`src/rtl/time_keeper.sv`:
```
// time_keeper: 24-hour HH:MM clock with a hidden seconds counter.
// A prescaler divides CLK100MHZ down to one tick per second; seconds roll
// into minutes and minutes into hours. Two set buttons let the user advance
// minutes (which also restarts the current minute) and hours independently.
module time_keeper #(
    parameter int TICKS_PER_SEC = 100000000
) (
    input  logic       CLK100MHZ,
    input  logic       Reset,
    input  logic       MButton,
    input  logic       HButton,
    output logic [3:0] hours2,
    output logic [3:0] hours1,
    output logic [3:0] mins2,
    output logic [3:0] mins1,
    output logic       SecTick,
    output logic       Colon
);

    // A one-tick-per-cycle configuration still needs a 1-bit prescaler.
    localparam int                 PRESC_W   = (TICKS_PER_SEC > 1) ? $clog2(TICKS_PER_SEC) : 1;
    localparam logic [PRESC_W-1:0] PRESC_MAX = PRESC_W'(TICKS_PER_SEC - 1);
    localparam logic [PRESC_W-1:0] PRESC_ONE = PRESC_W'(1);

    // ------------------------------------------------------------------
    // BCD helpers. Any out-of-range pair is treated as corrupt and forced
    // back to 00 so the display can never show an illegal time.
    // ------------------------------------------------------------------
    function automatic logic min_valid(input logic [3:0] tens, input logic [3:0] ones);
        logic ok;
        ok = (tens <= 4'd5) && (ones <= 4'd9);
        return ok;
    endfunction

    function automatic logic hour_valid(input logic [3:0] tens, input logic [3:0] ones);
        logic ok;
        if (tens <= 4'd1) begin
            ok = (ones <= 4'd9);
        end else if (tens == 4'd2) begin
            ok = (ones <= 4'd3);
        end else begin
            ok = 1'b0;
        end
        return ok;
    endfunction

    // Next minute value, 59 wraps to 00.
    function automatic logic [7:0] min_inc(input logic [3:0] tens, input logic [3:0] ones);
        logic [7:0] res;
        if (!min_valid(tens, ones)) begin
            res = 8'h00;
        end else if (ones == 4'd9) begin
            if (tens == 4'd5) begin
                res = 8'h00;
            end else begin
                res = {tens + 4'd1, 4'd0};
            end
        end else begin
            res = {tens, ones + 4'd1};
        end
        return res;
    endfunction

    // Next hour value, 23 wraps to 00.
    function automatic logic [7:0] hour_inc(input logic [3:0] tens, input logic [3:0] ones);
        logic [7:0] res;
        if (!hour_valid(tens, ones)) begin
            res = 8'h00;
        end else if ((tens == 4'd2) && (ones == 4'd3)) begin
            res = 8'h00;
        end else if (ones == 4'd9) begin
            res = {tens + 4'd1, 4'd0};
        end else begin
            res = {tens, ones + 4'd1};
        end
        return res;
    endfunction

    // ------------------------------------------------------------------
    // State
    // ------------------------------------------------------------------
    logic [PRESC_W-1:0] presc_r;
    logic [5:0]         sec_r;
    logic [3:0]         hours2_r;
    logic [3:0]         hours1_r;
    logic [3:0]         mins2_r;
    logic [3:0]         mins1_r;
    logic               sectick_r;
    logic               colon_r;
    logic               mbtn_prev_r;
    logic               hbtn_prev_r;

    logic [PRESC_W-1:0] presc_next_s;
    logic [5:0]         sec_next_s;
    logic               sectick_next_s;
    logic               min_adv_s;
    logic               min_carry_en_s;
    logic [7:0]         mins_next_s;
    logic               hour_carry_s;
    logic               hour_adv_s;
    logic [7:0]         hours_next_s;
    logic               colon_next_s;

    logic               m_press_s;
    logic               h_press_s;
    logic               presc_wrap_s;
    logic               sec_at_top_s;
    logic               min_at_top_s;

    // Rising edge of a button level is a press; holding it gives only one.
    assign m_press_s    = MButton & ~mbtn_prev_r;
    assign h_press_s    = HButton & ~hbtn_prev_r;
    // ">=" also recovers a prescaler that somehow lands beyond its range.
    assign presc_wrap_s = (presc_r >= PRESC_MAX);
    assign sec_at_top_s = (sec_r >= 6'd59);
    assign min_at_top_s = (mins2_r == 4'd5) && (mins1_r == 4'd9);

    // Prescaler, seconds and tick: a minute-set press restarts the minute
    // and takes priority over a coincident prescaler wrap.
    always_comb begin
        presc_next_s   = presc_r;
        sec_next_s     = sec_r;
        sectick_next_s = 1'b0;
        min_adv_s      = 1'b0;
        min_carry_en_s = 1'b0;
        if (m_press_s) begin
            presc_next_s = '0;
            sec_next_s   = 6'd0;
            min_adv_s    = 1'b1;
        end else if (presc_wrap_s) begin
            presc_next_s   = '0;
            sectick_next_s = 1'b1;
            if (sec_at_top_s) begin
                sec_next_s     = 6'd0;
                min_adv_s      = 1'b1;
                min_carry_en_s = 1'b1;
            end else begin
                sec_next_s = sec_r + 6'd1;
            end
        end else begin
            presc_next_s = presc_r + PRESC_ONE;
            sec_next_s   = (sec_r > 6'd59) ? 6'd0 : sec_r;
        end
    end

    // Minutes: only an automatic rollover (not a button press) carries into hours.
    always_comb begin
        mins_next_s  = {mins2_r, mins1_r};
        hour_carry_s = 1'b0;
        if (min_adv_s) begin
            mins_next_s  = min_inc(mins2_r, mins1_r);
            hour_carry_s = min_carry_en_s & min_at_top_s;
        end else if (min_valid(mins2_r, mins1_r)) begin
            mins_next_s = {mins2_r, mins1_r};
        end else begin
            mins_next_s = 8'h00;
        end
    end

    // Hours: a press and a carry in the same cycle still advance only once.
    always_comb begin
        hour_adv_s   = h_press_s | hour_carry_s;
        hours_next_s = {hours2_r, hours1_r};
        if (hour_adv_s) begin
            hours_next_s = hour_inc(hours2_r, hours1_r);
        end else if (hour_valid(hours2_r, hours1_r)) begin
            hours_next_s = {hours2_r, hours1_r};
        end else begin
            hours_next_s = 8'h00;
        end
    end

    // Colon follows the parity of the seconds value being loaded.
    always_comb begin
        colon_next_s = ~sec_next_s[0];
    end

    // State register with asynchronous clear of every counter and edge detector.
    always_ff @(posedge CLK100MHZ or posedge Reset) begin
        if (Reset) begin
            presc_r     <= '0;
            sec_r       <= 6'd0;
            hours2_r    <= 4'd0;
            hours1_r    <= 4'd0;
            mins2_r     <= 4'd0;
            mins1_r     <= 4'd0;
            sectick_r   <= 1'b0;
            colon_r     <= 1'b1;
            mbtn_prev_r <= 1'b0;
            hbtn_prev_r <= 1'b0;
        end else begin
            presc_r     <= presc_next_s;
            sec_r       <= sec_next_s;
            hours2_r    <= hours_next_s[7:4];
            hours1_r    <= hours_next_s[3:0];
            mins2_r     <= mins_next_s[7:4];
            mins1_r     <= mins_next_s[3:0];
            sectick_r   <= sectick_next_s;
            colon_r     <= colon_next_s;
            mbtn_prev_r <= MButton;
            hbtn_prev_r <= HButton;
        end
    end

    assign hours2  = hours2_r;
    assign hours1  = hours1_r;
    assign mins2   = mins2_r;
    assign mins1   = mins1_r;
    assign SecTick = sectick_r;
    assign Colon   = colon_r;

endmodule

```
`config.mk`:
```
export PLATFORM = sky130hd
export DESIGN_NAME = time_keeper
export DESIGN_NICKNAME = d
export VERILOG_FILES = /design/src/rtl/time_keeper.sv
export SDC_FILE = /design/constraint.sdc
export NUM_CORES = 1
export LEC_CHECK = 0
export BUFFER_PORTS_ARGS = -buffer_cell sky130_fd_sc_hd__buf_4
export CAP_MARGIN = 30
export CORE_MARGIN = 3
export CORE_UTILIZATION = 36
export DETAILED_ROUTE_END_ITERATION = 10
export PLACE_DENSITY = 0.63
export SLEW_MARGIN = 20
export SYNTH_ARGS = -nofsm -noshare
export SYNTH_HDL_FRONTEND = slang
export SYNTH_SLANG_ARGS = --single-unit
```
`constraint.sdc`:
```
create_clock -name CLK100MHZ -period 2.6 [get_ports CLK100MHZ]
set_input_delay 0.78 -clock CLK100MHZ [delete_from_list [all_inputs] [get_ports CLK100MHZ]]
set_output_delay 0.78 -clock CLK100MHZ [all_outputs]
set_load 0.01 [all_outputs]
```
# Yosys cells after proc, flatten, opt, wreduce, memory -nomap -nowiden
# Cells that the tools add are included.
[totals] word_cells=74 latch_bits=0 reg_bits=53 romBits=0 ramBits=0 memories=0
[classes] eq_ne=9 mul=0 reduce_logical=6 muxes=27 n_bitwise=7 n_div=0 add_sub_neg=6 order_cmp=8 shifts=0
[op_table] cell="$mux W8" n=10
[op_table] cell="$mux W27" n=2
[op_table] cell="$add A27 B1 Y27 const B" n=1
[op_table] cell="$ge A27 B27 Y1 const B" n=1
[op_table] cell="$mux W6" n=4
[op_table] cell="$add A4 B1 Y4 const B" n=4
[op_table] cell="$mux W1" n=11
[op_table] cell="$eq A4 B2 Y1 const B" n=2
[op_table] cell="$eq A4 B4 Y1 const B" n=2
[op_table] cell="$le A4 B4 Y1 const B" n=2
[op_table] cell="$add A6 B1 Y6 const B" n=1
[op_table] cell="$ge A6 B6 Y1 const B" n=1
[op_table] cell="$gt A6 B6 Y1 const B" n=1
[op_table] cell="$eq A4 B3 Y1 const B" n=1
[op_table] cell="$le A4 B1 Y1 const B" n=1
[op_table] cell="$le A4 B2 Y1 const B" n=1
[op_table] cell="$le A4 B3 Y1 const B" n=1
[op_table] cell="$ne A2 B2 Y1 const B" n=2
[op_table] cell="$ne A4 B2 Y1 const B" n=1
[op_table] cell="$reduce_and A2 Y1" n=2
[op_table] cell="$and A1 B1 Y1" n=3
[op_table] cell="$logic_and A1 B1 Y1" n=3
[op_table] cell="$not A1 Y1" n=3
[op_table] cell="$reduce_bool A3 Y1" n=1
[op_table] cell="2 further kinds" n=2

# Longest topological paths before layout
# Gate-level depths: netlist of run 1.
[depth] word_depth=10 depth_mapped=8 mapped_depth_nobuf=7

# Least setup slack after synthesis of run 1
# OpenSTA, ideal clock, no wires.
[synth_path] kind="register to register" startpoint="register presc_r[0]" endpoint="register hours1_r[2], in the netlist hours1[2]" slack_ps=556 t_required_ps=2521 arrival_time_ps=1965 setup_ps=79 period_less_slack_ps=2044 path_stages_with_launch=8 path_cell_list="dfrtp_1 -> ha_1 -> nand3_1 -> a211oi_2 -> o2111a_1 -> o211ai_2 -> or4_1 -> a21oi_1"
[synth_between] elab_chain_cells=7 word_cells_on_any_way=9 classes_between="order compare: 1; eq/ne: 1; mux: 5; bitwise: 2"
[synth_rtl] element="start, declared" line_no="82" rtl="logic [PRESC_W-1:0] presc_r;"
[synth_rtl] element="start signal, assigned" line_no="192" rtl="presc_r <= presc_next_s;"
[synth_rtl] element="$ge A27 B27 Y1 *" line_no="114" rtl="assign presc_wrap_s = (presc_r >= PRESC_MAX);"
[synth_rtl] element="$mux W1 *" line_no="130" rtl="end else if (presc_wrap_s) begin"
[synth_rtl] element="$mux W1" line_no="126" rtl="if (m_press_s) begin"
[synth_rtl] element="$and A1 B1 Y1" line_no="152" rtl="hour_carry_s = min_carry_en_s & min_at_top_s;"
[synth_rtl] element="$mux W1 *" line_no="150" rtl="if (min_adv_s) begin"
[synth_rtl] element="$or A1 B1 Y1 *" line_no="162" rtl="hour_adv_s = h_press_s | hour_carry_s;"
[synth_rtl] element="$ne A2 B2 Y1 (no source line) / $mux W8 (equally long branches)"
[synth_rtl] element="end signal, assigned" line_no="195" rtl="hours1_r <= hours_next_s[3:0];"
[synth_rtl] element="end, declared" line_no="85" rtl="logic [3:0] hours1_r;"
# Every way passes the cells marked *; elsewhere a longest branch is shown, timed or not.
# A chain may end at the register's enable or synchronous reset.

# Final worst setup path of run 1
# Same ends and word-level chain as after synthesis.

==> results of run 1 <==
[layout by cell type (no fill, tap or decap), types with 3 or more instances in the layout]
cell type and count:
o21ai_0 12, or3_1 7, xor2_1 7, nor4_1 5
mux2i_1 5, nor2_1 39, dfrtp_1 52, nand3_1 13
a21oi_1 14, nor3_1 10, xnor2_1 17, a31oi_1 4
buf_4 25, inv_1 11, and2_1 5, nor2b_1 3
nand2_1 19, clkbuf_8 7, nand4_1 5, and3_1 6
ha_1 6
[synthesized netlist by cell type (all sizes together)]
cell type | n | area share, %
or3 | 7 | 1.6
nand3b | 1 | 0.28
nand3 | 13 | 2.4
o31ai | 1 | 0.28
dfrtp | 52 | 48
o2111a | 1 | 0.41
o2111ai | 2 | 0.64
and4bb | 2 | 0.92
o211ai | 2 | 0.74
a211oi | 2 | 0.74
a2bb2oi | 1 | 0.55
buf | 2 | 0.37
mux2 | 2 | 0.83
o21a | 1 | 0.28
a2111oi | 1 | 0.32
or4 | 2 | 0.55
and3 | 6 | 1.4
mux2i | 5 | 1.8
dfstp | 1 | 0.97
and4 | 2 | 0.64
nor4 | 5 | 1.1
ha | 6 | 2.8
and2 | 5 | 1.1
o21ai | 12 | 2.2
nor2 | 39 | 5.4
or2 | 2 | 0.46
a31o | 1 | 0.32
o32ai | 2 | 0.64
nor3 | 10 | 1.8
a21boi | 1 | 0.28
clkbuf | 2 | 0.28
xnor2 | 17 | 5.5
inv | 12 | 1.7
a21oi | 14 | 2.6
nand4 | 5 | 1.1
conb | 1 | 0.14
xor2 | 7 | 2.3
a21o | 2 | 0.55
a31oi | 5 | 1.4
a22o | 1 | 0.32
nand2 | 19 | 2.6
nand2b | 2 | 0.46
nor2b | 3 | 0.69
a41o | 2 | 0.74
[path summary, 6_finish.rpt]
check	end	start	slack, ns
worst max-delay path	hours1[2]	presc_r[0]	0.28
worst min-delay path	presc_r[16]	Reset	0.49
worst max register to register	hours1[2]	presc_r[0]	0.28
worst min register to register	presc_r[0]	presc_r[0]	0.49
max in group asynchronous	Colon	Reset	1.51
min in group CLK100MHZ	presc_r[0]	presc_r[0]	0.49
[final cells by class]
cell class / count / share of cell area, %
Multi-Input combinational cell: 213 / 42.5
Tap cell: 99 / 3.94
Inverter: 12 / 1.43
Timing Repair Buffer: 26 / 6.61
Clock inverter: 1 / 0.159
Clock buffer: 7 / 3.07
Sequential cell: 53 / 42.3
[layer usage]
layer	track usage [%]	wire length [um]	part of all wire, %
met4	3.66	39	0.70
met3	3.17	175	3.1
met5	0	0	0
met2	22.4	2540	46
met1	20.2	2810	51
[report_power, final]
part	internal, mW	total, mW	switching [mW]
Combinational	0.0420	0.103	0.0609
Clock	0.241	0.512	0.271
Sequential	0.851	0.877	0.0262
[cell families (layout without fill, tap and decap cells)]
family,count (synthesis),after routing,synth area share (%)
and+or+nand+nor,123,123,22.7
DFF,53,53,48.8
AOI/OAI and AO/OA,51,51,13.0
xor gates and xnor gates,24,24,7.72
buffers and inverters,16,46,2.30
muxes,7,7,2.67
adders and majority gates,6,6,2.76
other,1,2,0.138
[registers in the layout, indices dropped and copies added (netlist names)]
signal	flops
presc_r	27
sec_r	6
hours1	4
hours2	4
mins1	4
mins2	4
Colon	1
SecTick	1
hbtn_prev_r	1
mbtn_prev_r	1
[worst max-delay path, delay by kind of cell, from the launching register on]
kind | cells | cell delay, ns
DFF | 1 | 0.40
and+or+nand+nor | 2 | 0.69
adders and majority gates | 1 | 0.19
AOI/OAI and AO/OA | 4 | 0.95
==> impl_metrics.env, run 1 <==
export IMPL_timing_final_hold_violations=0
export IMPL_report_final_setup_viol=0
export IMPL_worst_r2r_cell_count=7
export IMPL_routedWlPerCell_um=13.5
export IMPL_cts_sinks=53
export IMPL_post_cts_buffers=0
export IMPL_track_usage_pct=14.4
export IMPL_cts_inserted_buffers=5
export IMPL_run_status="finished clean"
export IMPL_via_count_of_the_first_global_routing_pass=2040
export IMPL_required_worst_endpoint_ns=2.83
export IMPL_vdd_ir_drop_worst_mv=0.276
export IMPL_powerDensity_mw_per_mm2=475
export IMPL_syn_mean_instance_area_um2=9.68
export IMPL_ctsRootBufferMaster="clkbuf_8"
export IMPL_setup_repair_after_global_routing_missed_its_margin="no"
export IMPL_num_vias=2115
export IMPL_max_cap_viol_count=0
export IMPL_finalNonFillerCells=411
export IMPL_hpwlAfterDp_um=3970
export IMPL_period_share_pct=89.3
export IMPL_ys_seq_area_share_pct=48.8
export IMPL_diodes=0
export IMPL_wire_length_of_the_first_global_routing_pass_um=10100
export IMPL_design_area_mm2=0.00314
export IMPL_synthCells=281
export IMPL_place_inst=403
export IMPL_area_of_combinational_cells_with_multiple_inputs_mm2=0.00134
export IMPL_period_minus_slack_ns=2.32
export IMPL_drc=0
export IMPL_detail_route_first_pass_iterations=4
export IMPL_worst_slew_pin_transition_ns=0.536
export IMPL_ctsHoldBuffers=0
export IMPL_slowest_stage="or4_1"
export IMPL_fin_skew_ns=0.00603
export IMPL_io_pins=22
export IMPL_ys_types=48
export IMPL_maxSlewHeadroom_pct=63.3
export IMPL_netlist_area_mm2=0.00272
export IMPL_h_tree_depth=2
export IMPL_post_route_worst_setup_slack_ns=0.279
export IMPL_chipHeight_um=92.9
export IMPL_die_width_um=92.9
export IMPL_fillCellCount=764
export IMPL_critPathArrivalTime_ns=2.55
export IMPL_grt_antenna_before_repair=0
export IMPL_design_die_area_mm2=0.00864
export IMPL_cts_path_max_buffers=2
export IMPL_number_of_i_o_port_buffers=21
export IMPL_place_gp_congestion=0.824
export IMPL_total_leakage_power_nw=1.39
export IMPL_ctsResizeCount=0
export IMPL_total_power_mw=1.49
export IMPL_drt_iter0_drc=102
export IMPL_finish_net_count=321
export IMPL_finish_utilization_pct=43.1
export IMPL_grt_start_max_net_pins=33
export IMPL_critPathLaunchType="flop"
export IMPL_timing_max_transition_violations_final=0
export IMPL_setup_tns_ns=0
export IMPL_clk_latency_worst_skew_pair_ns=0.31
export IMPL_drt_vias_per_instance=5.15
export IMPL_synth_seq_cells=53
export IMPL_regArea_mm2=0.00133
export IMPL_worst_path_max_fanout=8
export IMPL_worst_setup_path_type="reg2reg"
export IMPL_end_kind="flop"
export IMPL_synth_to_layout_area_growth_pct=15.4
export IMPL_final_hold_worst_slack_ns=0.489
export IMPL_holdCritPathClass="in2async"
export IMPL_slowest_delay_ns=0.51
export IMPL_yosysWarningCount=0
export IMPL_ant_nets=0
export IMPL_final_layout_size_suffix_gt1_share_pct=14.7
export IMPL_wire_length_after_detailed_routing_um=5560
export IMPL_globalRouteOverflowTotal=0
export IMPL_place_ws_ns=0.301
export IMPL_max_freq_mhz=431
export IMPL_area_post_placement_mm2=0.00304
export IMPL_tritoncts="yes"
export IMPL_crit_path_cell_trace="ha_1 -> nand3_1 -> a211oi_2 -> o2111a_1 -> o211ai_2 -> or4_1 -> a21oi_1"
export IMPL_start_util_pct=37.3
export IMPL_num_rows=31
export IMPL_core_region_area_mm2=0.00729
export IMPL_clock_transition_at_the_register_clock_pins_on_the_worst_setup_and_hold_paths_after_cts_ns=0.10
No activity file was read; power rests on OpenSTA's default activity.
==> run 2, diff against run 1 <==
Settings changed: CORE_UTILIZATION 36 to 40, PLACE_DENSITY 0.63 to 0.67.
==> run 2 against run 1 <==
Register-to-register slack improved by 0.03 ns; routed wire length fell by 3.5%; clock power increased by 12%; sequential cell count is the same; global-route usage grew 0.61 points; die area down 9.4%; clock-buffer cell count down 1; cell count decreased by 5.6%; first-iteration DRC count down 27%; largest cell class unchanged; largest power group unchanged.
==> impl_metrics.env, run 2 (synthesized netlist as in run 1, its figures left out) <==
export IMPL_clk_latency_worst_skew_pair_ns=0.30
export IMPL_maxSlewHeadroom_pct=61.5
export IMPL_h_tree_depth=2
export IMPL_design_die_area_mm2=0.00783
export IMPL_cts_inserted_buffers=5
export IMPL_crit_path_cell_trace="ha_1 -> nand3_1 -> a211oi_2 -> o2111a_1 -> o211ai_2 -> or4_1 -> a21oi_1"
export IMPL_total_leakage_power_nw=1.39
export IMPL_holdCritPathClass="in2async"
export IMPL_num_vias=2103
export IMPL_number_of_i_o_port_buffers=21
export IMPL_critPathLaunchType="flop"
export IMPL_finalNonFillerCells=388
export IMPL_place_ws_ns=0.308
export IMPL_critPathArrivalTime_ns=2.51
export IMPL_worst_path_max_fanout=8
export IMPL_global_route_usage_met1_pct=20.7
export IMPL_fin_skew_ns=0.00481
export IMPL_finish_net_count=320
export IMPL_drt_iter0_drc=74
export IMPL_worst_setup_path_type="reg2reg"
export IMPL_ctsResizeCount=0
export IMPL_largest_reg_flops=27
export IMPL_drt_vias_per_instance=5.42
export IMPL_globalRouteOverflowTotal=0
export IMPL_slowest_stage="or4_1"
export IMPL_worst_slew_pin_transition_ns=0.562
export IMPL_num_rows=29
export IMPL_required_worst_endpoint_ns=2.83
export IMPL_routedWlPerCell_um=13.8
export IMPL_final_layout_size_suffix_gt1_share_pct=14.5
export IMPL_period_share_pct=88.0
export IMPL_end_kind="flop"
export IMPL_start_util_pct=42.1
export IMPL_via_count_of_the_first_global_routing_pass=2052
export IMPL_diodes=0
export IMPL_mostFrequentLayoutCell="dfrtp_1"
export IMPL_post_cts_buffers=0
export IMPL_core_region_area_mm2=0.00646
export IMPL_powerDensity_mw_per_mm2=498
export IMPL_final_cell_mix="dfrtp_1, nor2_1, buf_4"
export IMPL_max_cap_viol_count=0
export IMPL_reg2reg_setup_slack_ns=0.31
export IMPL_critical_path_n_buffers_inverters=0
export IMPL_cts_sinks=53
export IMPL_synth_to_layout_area_growth_pct=14.8
export IMPL_grt_met3_use_pct=2.89
export IMPL_report_final_setup_viol=0
export IMPL_ctsRootBufferMaster="clkbuf_8"
export IMPL_clock_transition_at_the_register_clock_pins_on_the_worst_setup_and_hold_paths_after_cts_ns=0.09
export IMPL_cts_path_max_buffers=2
export IMPL_final_hold_worst_slack_ns=0.437
export IMPL_io_pins=22
export IMPL_detail_route_first_pass_iterations=6
export IMPL_ant_nets=0
export IMPL_wire_length_after_detailed_routing_um=5370
export IMPL_grt_busiest_layer="met2"
export IMPL_fillCellCount=615
export IMPL_period_minus_slack_ns=2.29
export IMPL_grt_start_max_net_pins=28
export IMPL_setup_repair_after_global_routing_missed_its_margin="no"
export IMPL_track_usage_pct=15.0
export IMPL_grt_antenna_before_repair=0
export IMPL_area_of_combinational_cells_with_multiple_inputs_mm2=0.00134
export IMPL_place_inst=380
export IMPL_registers_top_by_ff_count="presc_r"
export IMPL_reg_largest_list="presc_r x27, sec_r x6"
export IMPL_tritoncts="yes"
export IMPL_regArea_mm2=0.00133
export IMPL_chipHeight_um=88.5
export IMPL_ctsHoldBuffers=0
export IMPL_vdd_ir_drop_worst_mv=0.282
export IMPL_die_width_um=88.5
export IMPL_hpwlAfterDp_um=3840
export IMPL_cp_top_family="compound AO/OA/AOI/OAI gates"
export IMPL_slowest_delay_ns=0.51
export IMPL_timing_final_hold_violations=0
export IMPL_total_power_mw=1.56
export IMPL_run_status="finished clean"
export IMPL_setup_tns_ns=0
export IMPL_place_gp_congestion=0.804
export IMPL_max_freq_mhz=437
export IMPL_post_route_worst_setup_slack_ns=0.312
export IMPL_timing_max_transition_violations_final=0
export IMPL_wire_length_of_the_first_global_routing_pass_um=9360
export IMPL_drc=0
export IMPL_met2_usage_pct=23.4
-- run 2: final timing paths --
path,from,end,depth (start not counted)
max,presc_r[0],hours1[2],7
min,Reset,hours2[1],2
max reg2reg,presc_r[0],hours1[2],7
min reg2reg,presc_r[0],presc_r[0],1
max in group asynchronous,Reset,Colon,3
min in group CLK100MHZ,presc_r[0],presc_r[0],1
-- run 2: final cells by class --
cell class / instances / area share, %
inverter: 12 / 1.44
tap: 77 / 3.08
clock inverter: 2 / 1.20
clock buffer: 6 / 2.64
timing repair buffer: 25 / 6.41
multi-input combinational: 213 / 42.7
sequential: 53 / 42.5
-- run 2: metal layers --
layer | up-vias | part of all wire [%]
met5 | - | 0
met4 | 0 | 1.0
met3 | 5 | 2.4
met2 | 25 | 48
met1 | 1018 | 49
li1 | 1055 | -
-- run 2: per-stage QoR --
step                area [um2]  util [%]
CTS                       3120      48.4
global placement          3000      46.5
finish                    3120      48.4
detailed placement        3000      46.5
floorplan                 2730         -
global route              3120      48.4
-- run 2: worst register-to-register path: cells and delay by family (launching register included) --
family / cells / cell delay (ns)
DFF: 1 / 0.41
and+or+nand+nor: 2 / 0.68
AOI/OAI and AO/OA: 4 / 0.92
adders and majority gates: 1 / 0.21
-- run 2: power by group --
part	switching, mW	leakage [nW]	total (mW)	internal [mW]
clock network	0.262	0.0574	0.575	0.313
registers	0.0261	0.717	0.877	0.851
logic	0.0619	0.615	0.105	0.0426
==> run 3, diff against run 2 <==
Settings changed: ABC_AREA set to 1, PLACE_DENSITY 0.67 to 0.69.
Clock period 2.6 ns to 2.05 ns, I/O delays scaled along.
==> run 3 against run 2 <==
Utilization is 0.83 points lower; global-route usage increased by 0.21 points; sequential power grew 28%; critical endpoint is now mins1[3]; highest routed layer unchanged.
==> impl_metrics.env, run 3 <==
export IMPL_worst_path_max_fanout=4
export IMPL_number_of_i_o_port_buffers=21
export IMPL_post_route_worst_setup_slack_ns=0.177
export IMPL_required_worst_endpoint_ns=2.27
export IMPL_h_tree_depth=2
export IMPL_post_cts_buffers=0
export IMPL_cts_sinks=53
export IMPL_place_ws_ns=0.207
export IMPL_cts_inserted_buffers=5
export IMPL_cts_path_max_buffers=2
export IMPL_die_width_um=93.8
export IMPL_drc=0
export IMPL_design_area_mm2=0.00350
export IMPL_power_switching_fraction_pct=26.5
export IMPL_via_count_of_the_first_global_routing_pass=2414
export IMPL_detail_route_first_pass_iterations=6
export IMPL_ctsHoldBuffers=0
export IMPL_drt_iter0_drc=89
export IMPL_setup_tns_ns=0
export IMPL_final_cell_mix="nand2_1, nor2_1, dfrtp_1"
export IMPL_critical_path_n_buffers_inverters=0
export IMPL_syn_mean_instance_area_um2=8.43
export IMPL_wire_length_after_detailed_routing_um=6110
export IMPL_worst_setup_path_type="reg2reg"
export IMPL_finish_net_count=407
export IMPL_slowest_stage="dfrtp_1"
export IMPL_clock_transition_at_the_register_clock_pins_on_the_worst_setup_and_hold_paths_after_cts_ns=0.10
export IMPL_max_cap_viol_count=0
export IMPL_period_share_pct=91.4
export IMPL_drt_vias_per_instance=4.88
export IMPL_wire_length_of_the_first_global_routing_pass_um=10800
export IMPL_setup_repair_after_global_routing_missed_its_margin="no"
export IMPL_reg_largest_list="presc_r x27, sec_r x6"
export IMPL_synth_flop_cell="dfrtp_1"
export IMPL_start_util_pct=41.9
export IMPL_netlist_area_mm2=0.00309
export IMPL_power_share_combinational_pct=8.7
export IMPL_num_vias=2426
export IMPL_synth_to_layout_area_growth_pct=13.5
export IMPL_run_status="finished clean"
export IMPL_cp_top_family="simple AND/OR/NAND/NOR gates"
export IMPL_routedWlPerCell_um=12.3
export IMPL_report_final_setup_viol=0
export IMPL_ant_nets=0
export IMPL_end_kind="flop"
export IMPL_p_int_mw=1.43
export IMPL_track_usage_pct=15.2
export IMPL_area_post_placement_mm2=0.00340
export IMPL_globalRouteOverflowTotal=0
export IMPL_design_die_area_mm2=0.00880
export IMPL_clock_power_share_pct=33.4
export IMPL_mostFrequentLayoutCell="nand2_1"
export IMPL_synth_top_area_cell="dfrtp_1"
export IMPL_crit_path_cell_trace="ha_1 -> nand2_2 -> nor2_4 -> nand2_4 -> nor2_4 -> nand3_4 -> nand3_2 -> nand2_2 -> nand2_2 -> nand3_2 -> o22ai_1"
export IMPL_first_element_of_the_critical_path="presc_r[0]"
export IMPL_diodes=0
export IMPL_synth_top_cells_by_count="nand2_1, nor2_1, dfrtp_1, inv_1, nand3_1"
export IMPL_final_hold_worst_slack_ns=0.328
export IMPL_synth_seq_cells=53
export IMPL_hpwlAfterDp_um=4660
export IMPL_timing_final_hold_violations=0
export IMPL_ctsResizeCount=0
export IMPL_registers_top_by_ff_count="presc_r"
export IMPL_fin_skew_ns=0.00488
export IMPL_synth_enable_flop_cells=0
export IMPL_ctsRootBufferMaster="clkbuf_8"
export IMPL_num_rows=31
export IMPL_cp_common_cell="nand2_2"
export IMPL_period_minus_slack_ns=1.87
export IMPL_grt_antenna_before_repair=0
export IMPL_finish_utilization_pct=47.5
export IMPL_vdd_ir_drop_worst_mv=0.368
export IMPL_io_pins=22
export IMPL_max_freq_mhz=534
export IMPL_netlist_area_leader_share_pct=42.2
export IMPL_grt_start_max_net_pins=54
export IMPL_core_region_area_mm2=0.00737
export IMPL_ys_types=39
export IMPL_critPathArrivalTime_ns=2.09
export IMPL_tritoncts="yes"
export IMPL_total_leakage_power_nw=1.57
export IMPL_powerDensity_mw_per_mm2=554
export IMPL_synthMostInstantiatedCell="nand2_1"
export IMPL_holdCritPathClass="in2async"
export IMPL_critical_path_reg2reg_startpoint="presc_r[0]"
export IMPL_async_reset_ff_share_pct=100
export IMPL_timing_max_transition_violations_final=0
export IMPL_critPathLaunchType="flop"
export IMPL_clk_latency_worst_skew_pair_ns=0.32
export IMPL_synthCells=366
export IMPL_largest_reg_flops=27
export IMPL_final_layout_size_suffix_gt1_share_pct=24.1
export IMPL_net_switching_power_mw=0.513
export IMPL_largest_cells_by_area_after_synthesis="dfrtp_1, nand2_1, nor2_1, inv_1, xor2_1"
export IMPL_place_gp_congestion=0.828
export IMPL_chipHeight_um=93.8
export IMPL_yosysWarningCount=0
export IMPL_pwr_share_seq_pct=57.9
export IMPL_slowest_delay_ns=0.42
export IMPL_ys_seq_area_share_pct=43.0
-- run 3: cell types whose count changed after synthesis, sizes merged, moves of 6 or more --
| cell | before | now |
|---|---|---|
| nor2 | 39 | 66 |
| or3 | 7 | 0 |
| o22ai | 0 | 6 |
| xnor2 | 17 | 8 |
| xor2 | 7 | 13 |
| inv | 12 | 46 |
| nand4 | 5 | 11 |
| nand2 | 19 | 85 |
| nand3 | 13 | 21 |
-- run 3: worst min-delay path, stage by stage --
cell and delay, ns:
buf_4 0.11, inv_2 0.06, buf_12 0.26
-- run 3: power groups by stage --
stage	sequential [mW]	clock, mW	combinational, mW
after floorplan	1.14	0	0.121
after global placement	1.14	0	0.170
after detailed placement	1.14	0	0.172
after CTS	1.12	0.676	0.172
after global routing	1.13	0.715	0.198
final	1.12	0.647	0.168
-- run 3: logic make-up after synthesis --
family / after synthesis / synth area share, %
DFF: 53 / 43.0
AOI/OAI and AO/OA: 33 / 7.30
other: 1 / 0.122
buffers and inverters: 48 / 5.92
adders and majority gates: 6 / 2.43
and+or+nand+nor: 204 / 35.2
xor gates and xnor gates: 21 / 5.96
-- run 3: final timing paths --
| path | endpoint | slack [ns] | cells past startpoint |
|---|---|---|---|
| min | sec_r[0] | 0.33 | 3 |
| min reg2reg | presc_r[0] | 0.51 | 1 |
| max | mins1[3] | 0.18 | 11 |
| max in group asynchronous | Colon | 1.45 | 3 |
| min in group CLK100MHZ | hbtn_prev_r | 0.40 | 1 |
| max reg2reg | mins1[3] | 0.18 | 11 |
-- run 3: layer usage --
layer  vias to the layer above  global-route usage [%]  share of wire, %
met5                         -                       0                 0
met4                         0                    3.73               1.4
met3                        14                    4.41               4.4
met2                        39                    26.1                48
met1                      1140                    18.7                46
li1                       1233                       -                 -
-- run 3: area by class of cell --
cell class                 instances  area, um2
clock buffer                       6       82.6
clock inverter                     2       17.5
fill                             741       3870
inverter                          46        173
multi-input combinational        266       1580
sequential                        53       1330
tap                               99        124
timing repair buffer              25        200
-- run 3: metrics by stage --
| step | total power, mW | std cells |
|---|---|---|
| global placement | 1.31 | 489 |
| CTS | 1.97 | 497 |
| detailed placement | 1.32 | 489 |
| floorplan | 1.26 | 367 |
| finish | 1.94 | 497 |
| global route | 2.04 | 497 |
